### src/rtl/zeroenc_seq.sv
// Multi-cycle first-matching-bit encoder: scans the operand chunkwidth bits per cycle,
// LSB-first or MSB-first, matching ones or zeros, and stops at the first chunk with a hit.
module zeroenc_seq #(
  parameter int iwidth     = 105,
  parameter int shiftwidth = 7,
  parameter int chunkwidth = 16
) (
  input  logic                  i_clk,
  input  logic                  i_nrst,
  input  logic                  i_ena,
  output logic                  o_ready,
  input  logic [iwidth-1:0]     i_value,
  input  logic                  i_msb_first,
  input  logic                  i_invert,
  output logic                  o_valid,
  output logic [shiftwidth-1:0] o_shift,
  output logic                  o_zero
);

  localparam int NCHUNK = (iwidth + chunkwidth - 1) / chunkwidth;
  localparam int PW     = NCHUNK * chunkwidth;
  localparam int CW     = (NCHUNK > 1) ? $clog2(NCHUNK) : 1;
  localparam int LW     = (chunkwidth > 1) ? $clog2(chunkwidth) : 1;

  typedef enum logic [1:0] {IDLE, SCAN, DONE} state_t;

  state_t                state_q, state_d;
  logic [PW-1:0]         data_q;
  logic                  msb_q;
  logic [CW-1:0]         cnt_q;
  logic [shiftwidth-1:0] shift_q;
  logic                  zero_q;

  logic [chunkwidth-1:0] chunk;
  logic [LW-1:0]         local_idx;
  logic                  hit;
  logic                  last;
  logic [shiftwidth-1:0] result;

  // State register.
  // NOTE: sequential state uses non-blocking assignments so every flop samples pre-edge values.
  always_ff @(posedge i_clk or negedge i_nrst) begin
    if (!i_nrst) state_q <= IDLE;
    else         state_q <= state_d;
  end

  // Chunk mux selected by the scan counter.
  // NOTE: every always_comb output gets a default first so no latch is inferred.
  always_comb begin
    chunk = '0;
    for (int c = 0; c < NCHUNK; c++) begin
      if (cnt_q == CW'(c)) chunk = data_q[c*chunkwidth +: chunkwidth];
    end
  end

  // Local priority encoder; the last assignment in loop order wins.
  always_comb begin
    local_idx = '0;
    hit       = |chunk;
    if (msb_q) begin
      for (int i = 0; i < chunkwidth; i++) begin
        if (chunk[i]) local_idx = LW'(i);
      end
    end else begin
      for (int i = chunkwidth - 1; i >= 0; i--) begin
        if (chunk[i]) local_idx = LW'(i);
      end
    end
  end

  assign last   = msb_q ? (cnt_q == '0) : (cnt_q == CW'(NCHUNK - 1));
  assign result = shiftwidth'(int'(cnt_q) * chunkwidth + int'(local_idx));

  // Next-state logic.
  always_comb begin
    state_d = state_q;
    case (state_q)
      IDLE:    if (i_ena) state_d = SCAN;
      SCAN:    if (hit || last) state_d = DONE;
      DONE:    state_d = IDLE;
      default: state_d = IDLE;
    endcase
  end

  // Outputs decoded from state; result registers hold between strobes.
  always_comb begin
    o_ready = (state_q == IDLE);
    o_valid = (state_q == DONE);
  end

  assign o_shift = shift_q;
  assign o_zero  = zero_q;

  // Datapath: operand capture, scan counter and result registers.
  always_ff @(posedge i_clk or negedge i_nrst) begin
    if (!i_nrst) begin
      data_q  <= '0;
      msb_q   <= 1'b0;
      cnt_q   <= '0;
      shift_q <= '0;
      zero_q  <= 1'b0;
    end else begin
      case (state_q)
        IDLE: begin
          if (i_ena) begin
            // Zero-extension after inversion keeps the pad bits from ever matching.
            data_q <= PW'(i_value ^ {iwidth{i_invert}});
            msb_q  <= i_msb_first;
            cnt_q  <= i_msb_first ? CW'(NCHUNK - 1) : '0;
          end
        end
        SCAN: begin
          if (hit) begin
            shift_q <= result;
            zero_q  <= 1'b0;
          end else if (last) begin
            shift_q <= '0;
            zero_q  <= 1'b1;
          end else begin
            cnt_q <= msb_q ? (cnt_q - CW'(1)) : (cnt_q + CW'(1));
          end
        end
        default: ;
      endcase
    end
  end

endmodule

### config.mk
export PLATFORM = sky130hd
export DESIGN_NAME = zeroenc_seq
export DESIGN_NICKNAME = d
export VERILOG_FILES = /design/src/rtl/zeroenc_seq.sv
export SDC_FILE = /design/constraint.sdc
export NUM_CORES = 1
export LEC_CHECK = 0
export ABC_CLOCK_PERIOD_IN_PS = 3100
export BUFFER_PORTS_ARGS = -buffer_cell sky130_fd_sc_hd__buf_2
export CAP_MARGIN = 20
export CORE_MARGIN = 2
export CORE_UTILIZATION = 50
export DETAILED_ROUTE_END_ITERATION = 10
export MAX_ROUTING_LAYER = met4
export PLACE_DENSITY = 0.83
export SETUP_SLACK_MARGIN = 0.2
export SYNTH_ARGS = -nofsm -noshare
export SYNTH_HDL_FRONTEND = slang
export SYNTH_SLANG_ARGS = --single-unit
### constraint.sdc
create_clock -name i_clk -period 3.1 [get_ports i_clk]
set_clock_uncertainty 0.1 [all_clocks]
set_input_delay 0.62 -clock i_clk [delete_from_list [all_inputs] [get_ports i_clk]]
set_output_delay 0.62 -clock i_clk [all_outputs]
set_load 0.01 [all_outputs]
======== Word level (Yosys, flattened, before mapping) ========
Cells that the tools add are included.
word-level totals
  flip-flop bits (word level) ............. 126
  input bits .............................. 110
  output and inout port bits .............. 10
  logic and storage cells ................. 85
cells by class
  add/sub/neg operators ................... 3
  eq/ne operators ......................... 12
  muxes and demuxes ....................... 53
  bitwise gates (word level) .............. 1
  reduce and logical (&&, ||, !) cells .... 10
operator list
  kind                                                  count
  two-way mux 4 bit                                     31
  two-way mux 16 bit                                    7
  bitwise XOR 105 bit                                   1
  OR reduction 16 bit                                   1
  two-way mux 3 bit                                     5
  two-way mux 7 bit                                     2
  equality test 3 bit (second input constant)           3
  inequality test 2 bit (second input constant)         4
  adder 7 x 4 -> 7 bit                                  1
  equality test 3 x 2 -> 1 bit (second input constant)  2
  case mux 3 bit (2 select lines)                       1
  AND reduction 2 bit                                   3
  two-way mux 1 bit                                     4
  two-way mux 2 bit                                     2
  case mux 2 bit (2 select lines)                       1
  AND reduction 4 bit                                   1
  nonzero test 2 bit                                    2
  adder 3 x 1 -> 3 bit (second input constant)          1
  equality test 3 x 1 -> 1 bit (second input constant)  1
  logical NOT 3 bit                                     1
  subtractor 3 x 1 -> 3 bit (second input constant)     1
  equality test 2 x 1 -> 1 bit (second input constant)  1
  equality test 2 bit (second input constant)           1
  logical NOT 2 bit                                     1
  logical OR 1 bit                                      1

======== Logic depth before layout (Yosys ltp) ========
  word-level depth ........................ 27
  depth in mapped cells ................... 14
  mapped depth without buffers ............ 10

======== Worst setup path before layout ========
OpenSTA, ideal clock, no wires.
  path kind ............................... flip-flop to flip-flop
  start ................................... register cnt_q[2]
  end ..................................... register cnt_q[1]
  setup time .............................. 0.125 ns
  arrival time ............................ 2.925 ns
  data required time ...................... 2.875 ns
  slack ................................... -0.050 ns
  cell stages (with the launch flop) ...... 14
  path buffers ............................ 4
  clock period less this slack ............ 3.150 ns
  cell sequence ........................... dfrtp_1 buf_4 inv_1 clkbuf_1 ha_1 buf_2 buf_4 a21oi_1 a221oi_1 o22ai_2 nor4_4 nand4b_1 nor2b_4 mux2_4
between the ends
  longest elaborated chain between the ends .. 11
  elaborated cells between the ends (all ways) .. 19
  classes of those cells .................. 8 x eq/ne; 8 x mux; 3 x reduce/logical
ends and longest elaborated chain
  what                               RTL line  text
  from (decl)                        30        logic [CW-1:0] cnt_q;
  from (signal assigned)             109       cnt_q <= i_msb_first ? CW'(NCHUNK - 1) : '0;
  from (signal assigned)             120       cnt_q <= msb_q ? (cnt_q - CW'(1)) : (cnt_q + CW'(1));
  logical NOT 3 bit                  52, 71
  two-way mux 16 bit (7 in a row)    52        if (cnt_q == CW'(c)) chunk = data_q[c*chunkwidth +: chunkwidth];
  OR reduction 16 bit                59        hit = |chunk;
  inequality test 2 bit (no line)    --
  AND reduction 4 bit (no line) (*)  --
Every way passes the cells marked *; elsewhere a longest branch is shown, timed or not.
A chain may end at the register's enable or synchronous reset.

======== Final worst setup path ========
  start ................................... register cnt_q[1]
  end ..................................... register shift_q[2], in the netlist o_shift[2]
between the ends
  longest elaborated chain between the ends .. 27
  elaborated cells between the ends (all ways) .. 52
  classes of those cells .................. 1 x add/sub; 6 x eq/ne; 41 x mux; 4 x reduce/logical
ends and longest elaborated chain
  what                             RTL line  text
  logical NOT 3 bit                52, 71
  two-way mux 16 bit (7 in a row)  52
  two-way mux 4 bit (16 in a row)  66        if (chunk[i]) local_idx = LW'(i);
  two-way mux 4 bit                60        if (msb_q) begin
  adder 7 x 4 -> 7 bit             72        assign result = shiftwidth'(int'(cnt_q) * chunkwidth + int'(local_idx));
  two-way mux 7 bit                113       if (hit) begin
  to (signal assigned)             114       shift_q <= result;
  to (decl)                        31        logic [shiftwidth-1:0] shift_q;
Several ways; a longest one is shown, not always the timed one.

==> flow_metrics.env <==
export IMPL_outcome="complete, but fails checks"
export IMPL_violations="negative setup slack"
export IMPL_yosysWarnings=0
export IMPL_grt_max_degree=119
export IMPL_grt_util_all_layers=0.275
export IMPL_fmax_ghz=0.322
export IMPL_multi_input_area_um2=4010
export IMPL_cts_buffers=17
export IMPL_syn2layout_area_growth_pct=33.9
export IMPL_antenna_cells=0
export IMPL_drv_slew=0
export IMPL_synth_xor_area_frac=0.132
export IMPL_drtIter0Drc=572
export IMPL_synth_compound_area_share=0.198
export IMPL_ant_nets=0
export IMPL_drtPass1Iterations=5
export IMPL_via_count=6473
export IMPL_powerDensity_nw_per_um2=915
export IMPL_nNetsFinal=1087
export IMPL_cp_start_kind="register"
export IMPL_ys_types=64
export IMPL_synthAdderAreaFrac=0.0106
export IMPL_synth_simple_area_share=0.171
export IMPL_yosys_register_bits=119
export IMPL_final_cell_area_um2=9480
export IMPL_rsz0062_at_grt="yes"
export IMPL_synth_nets=916
export IMPL_dieHeight_um=123
export IMPL_maxCapViolCount=0
export IMPL_syn_area_per_cell_um2=8.85
export IMPL_ys_seq_area_frac=0.421
export IMPL_synth_area_top_cells="dfrtp_1 (42%), xnor2_1 (12%), a21oi_1 (8.4%)"
export IMPL_mostFrequentLayoutCells="dfrtp_1 (118), buf_2 (117), a21oi_1 (112)"
export IMPL_cts_tree="done"
export IMPL_die_w_um=123
export IMPL_num_rows=43
export IMPL_tightest_slew_ns=0.715
export IMPL_gr_total_overflow=0
export IMPL_setup_violations=3
export IMPL_drc_errors=0
export IMPL_viasPerCell=5.56
export IMPL_cts_max_level=4
export IMPL_async_flop_share=1.00
export IMPL_syn_area_um2=7080
export IMPL_initial_core_util=0.510
export IMPL_endpoint_kind="register"
export IMPL_synth_largest_area_cell="dfrtp_1"
export IMPL_core_um2=13900
export IMPL_seqCellArea_um2=2980
export IMPL_syn_inst=800
export IMPL_insertion_delay_ns=0.43
export IMPL_synth_edf_count=0
export IMPL_dieArea_um2=15100
export IMPL_worst_slack_ns=-0.00429
export IMPL_gp_congestion=0.951
export IMPL_synth_top_family_by_area="compound AO/OA/AOI/OAI gates"
export IMPL_hold_viol_final=0
export IMPL_hold_class="input pin to asynchronous set/reset pin"
export IMPL_nFillCells=1039
export IMPL_fin_crit_sh=1.00
export IMPL_antenna_found_initial=0
export IMPL_cts_sinks=119
export IMPL_total_leakage_power_nw=4.03
export IMPL_root_buffer="clkbuf_16"
export IMPL_drive_gt1_frac=0.320
export IMPL_relSlewSlack=0.524
export IMPL_grt_pass1_vias=5924
export IMPL_path_class="register to register"
export IMPL_arrival_ns=3.29
export IMPL_grt_pass1_wl_mm=30.3
export IMPL_io_pins=120
export IMPL_critPathMaxFanout=7
export IMPL_required_ns=3.28
export IMPL_synth_top_area_frac=0.421
export IMPL_cts_max_path_buffers=2
export IMPL_postPlaceCellArea_um2=8140
export IMPL_layout_commonest_cell="dfrtp_1"
export IMPL_routed_wl_mm=20.4
export IMPL_pre_cts_slack_ns=0.0414
export IMPL_synth_ff_type="dfrtp_1"
export IMPL_wl_per_cell_um=17.6
export IMPL_fin_crit_ns=3.10
export IMPL_io_buffers=119
export IMPL_clkTransAtPathRegs_ns=0.05
export IMPL_ir_worst_vdd_uv=500
export IMPL_dp_hpwl_mm=13.5
export IMPL_synthMuxAreaShare=0.00866
export IMPL_cts_hold_buf=0
-- cell families (layout without fill, tap and decap cells) --
group,count (synthesis),after routing
compound gates,226,226
xor+xnor,107,107
fa+ha+maj,6,6
buf+inv,87,271
flops,119,119
mux,5,5
simple gates,250,250
-- stage by stage --
step | hold slack (ns) | TNS [ns] | instances | utilization | power, W
2_1_floorplan | 0.224 | 0 | 800 | - | 0.00447
3_3_place_gp | 0.401 | 0 | 1092 | 0.587 | 0.00569
3_5_place_dp | 0.411 | 0 | 1092 | 0.587 | 0.00576
4_1_cts | 0.158 | 0 | 1135 | 0.644 | 0.00791
5_1_grt | 0.185 | -0.378 | 1164 | 0.683 | 0.00911
6_report | 0.139 | -0.00683 | 1164 | 0.683 | 0.00868
-- final timing paths --
path                       slack, ns  cells past startpoint                 start                endpoint
max in group asynchronous       1.98                      2                i_nrst   data_q[2]$_DFFE_PN0P_
max reg2reg                   -0.004                     16  cnt_q[1]$_DFFE_PN0P_  o_shift[2]$_DFFE_PN0P_
min in group i_clk              0.38                      2           i_msb_first       msb_q$_DFFE_PN0P_
min reg2reg                     0.41                      2    o_zero$_DFFE_PN0P_      o_zero$_DFFE_PN0P_
max                           -0.004                     16  cnt_q[1]$_DFFE_PN0P_  o_shift[2]$_DFFE_PN0P_
min                             0.14                      1                i_nrst  data_q[43]$_DFFE_PN0P_
-- critical path: stages, from the launching register on --
cell      delay (ns)
dfrtp_2         0.43
inv_2           0.06
buf_6           0.12
ha_4            0.21
buf_12          0.15
nand3b_1        0.22
or2_1           0.28
a32oi_2         0.27
nand3_2         0.14
buf_4           0.18
buf_6           0.10
buf_4           0.12
buf_4           0.13
nor2_2          0.08
o21ai_1         0.09
a21oi_2         0.16
o32ai_2         0.10
-- flip-flops by register name, summed over array words and instances (netlist names) --
register,flops
data_q,105
o_shift,7
cnt_q,3
state_q,2
msb_q,1
o_zero,1
-- area by class of cell --
type / instances / share of cell area
Sequential cell: 119 / 0.314
Timing Repair Buffer: 217 / 0.168
Inverter: 22 / 0.00898
Clock buffer: 23 / 0.0515
Tap cell: 180 / 0.0238
Clock inverter: 9 / 0.0103
Multi-Input combinational cell: 594 / 0.423
-- Yosys cell counts, drive strengths merged, types with 2 or more instances --
cell     count
a221o        2
o2111ai      5
nor2       111
inv         22
nor3         3
a21o         2
nor4         2
clkbuf      35
o221ai       2
nand3b      17
buf         30
a2bb2oi      2
a221oi       7
o22ai        5
a21oi      122
and3         3
or2          5
o21ai       34
a211oi       5
o221a        2
o32ai        2
a311o        3
mux2i        2
a31oi        4
o311ai       2
and2         2
nand2       62
o21a         2
o41a         2
o211a        2
a32oi        2
mux2         3
nor2b       18
o31ai        7
xnor2       93
ha           6
o211ai       8
xor2        14
nand2b       5
and3b        2
nand3        6
nor3b       11
dfrtp      119
-- where the power goes --
group / total [W] / leakage [nW] / switching (W) / internal (W)
Clock: 0.00194 / 0.292 / 0.000683 / 0.00126
Combinational: 0.00436 / 2.39 / 0.00230 / 0.00207
Sequential: 0.00237 / 1.34 / 0.000363 / 0.00201
-- layer usage --
metal  share of wire  GRT usage  up-vias  wire, um
met5               0          -        -         0
met3           0.063     0.0563       55      1280
met4           0.030     0.0973        0       621
met1            0.41      0.341     3077      8390
met2            0.50      0.447      265     10200
li1                -          -     3076         -
-- timing repair --
action | in CTS | in global routing
gates cloned | 2 | 4
endpoints found under the setup margin | 11 | 12
pin swaps | 12 | 36
setup buffers | 9 | 25
resized for setup | 14 | 66
Note: power is estimated with default switching activity, not from simulation.
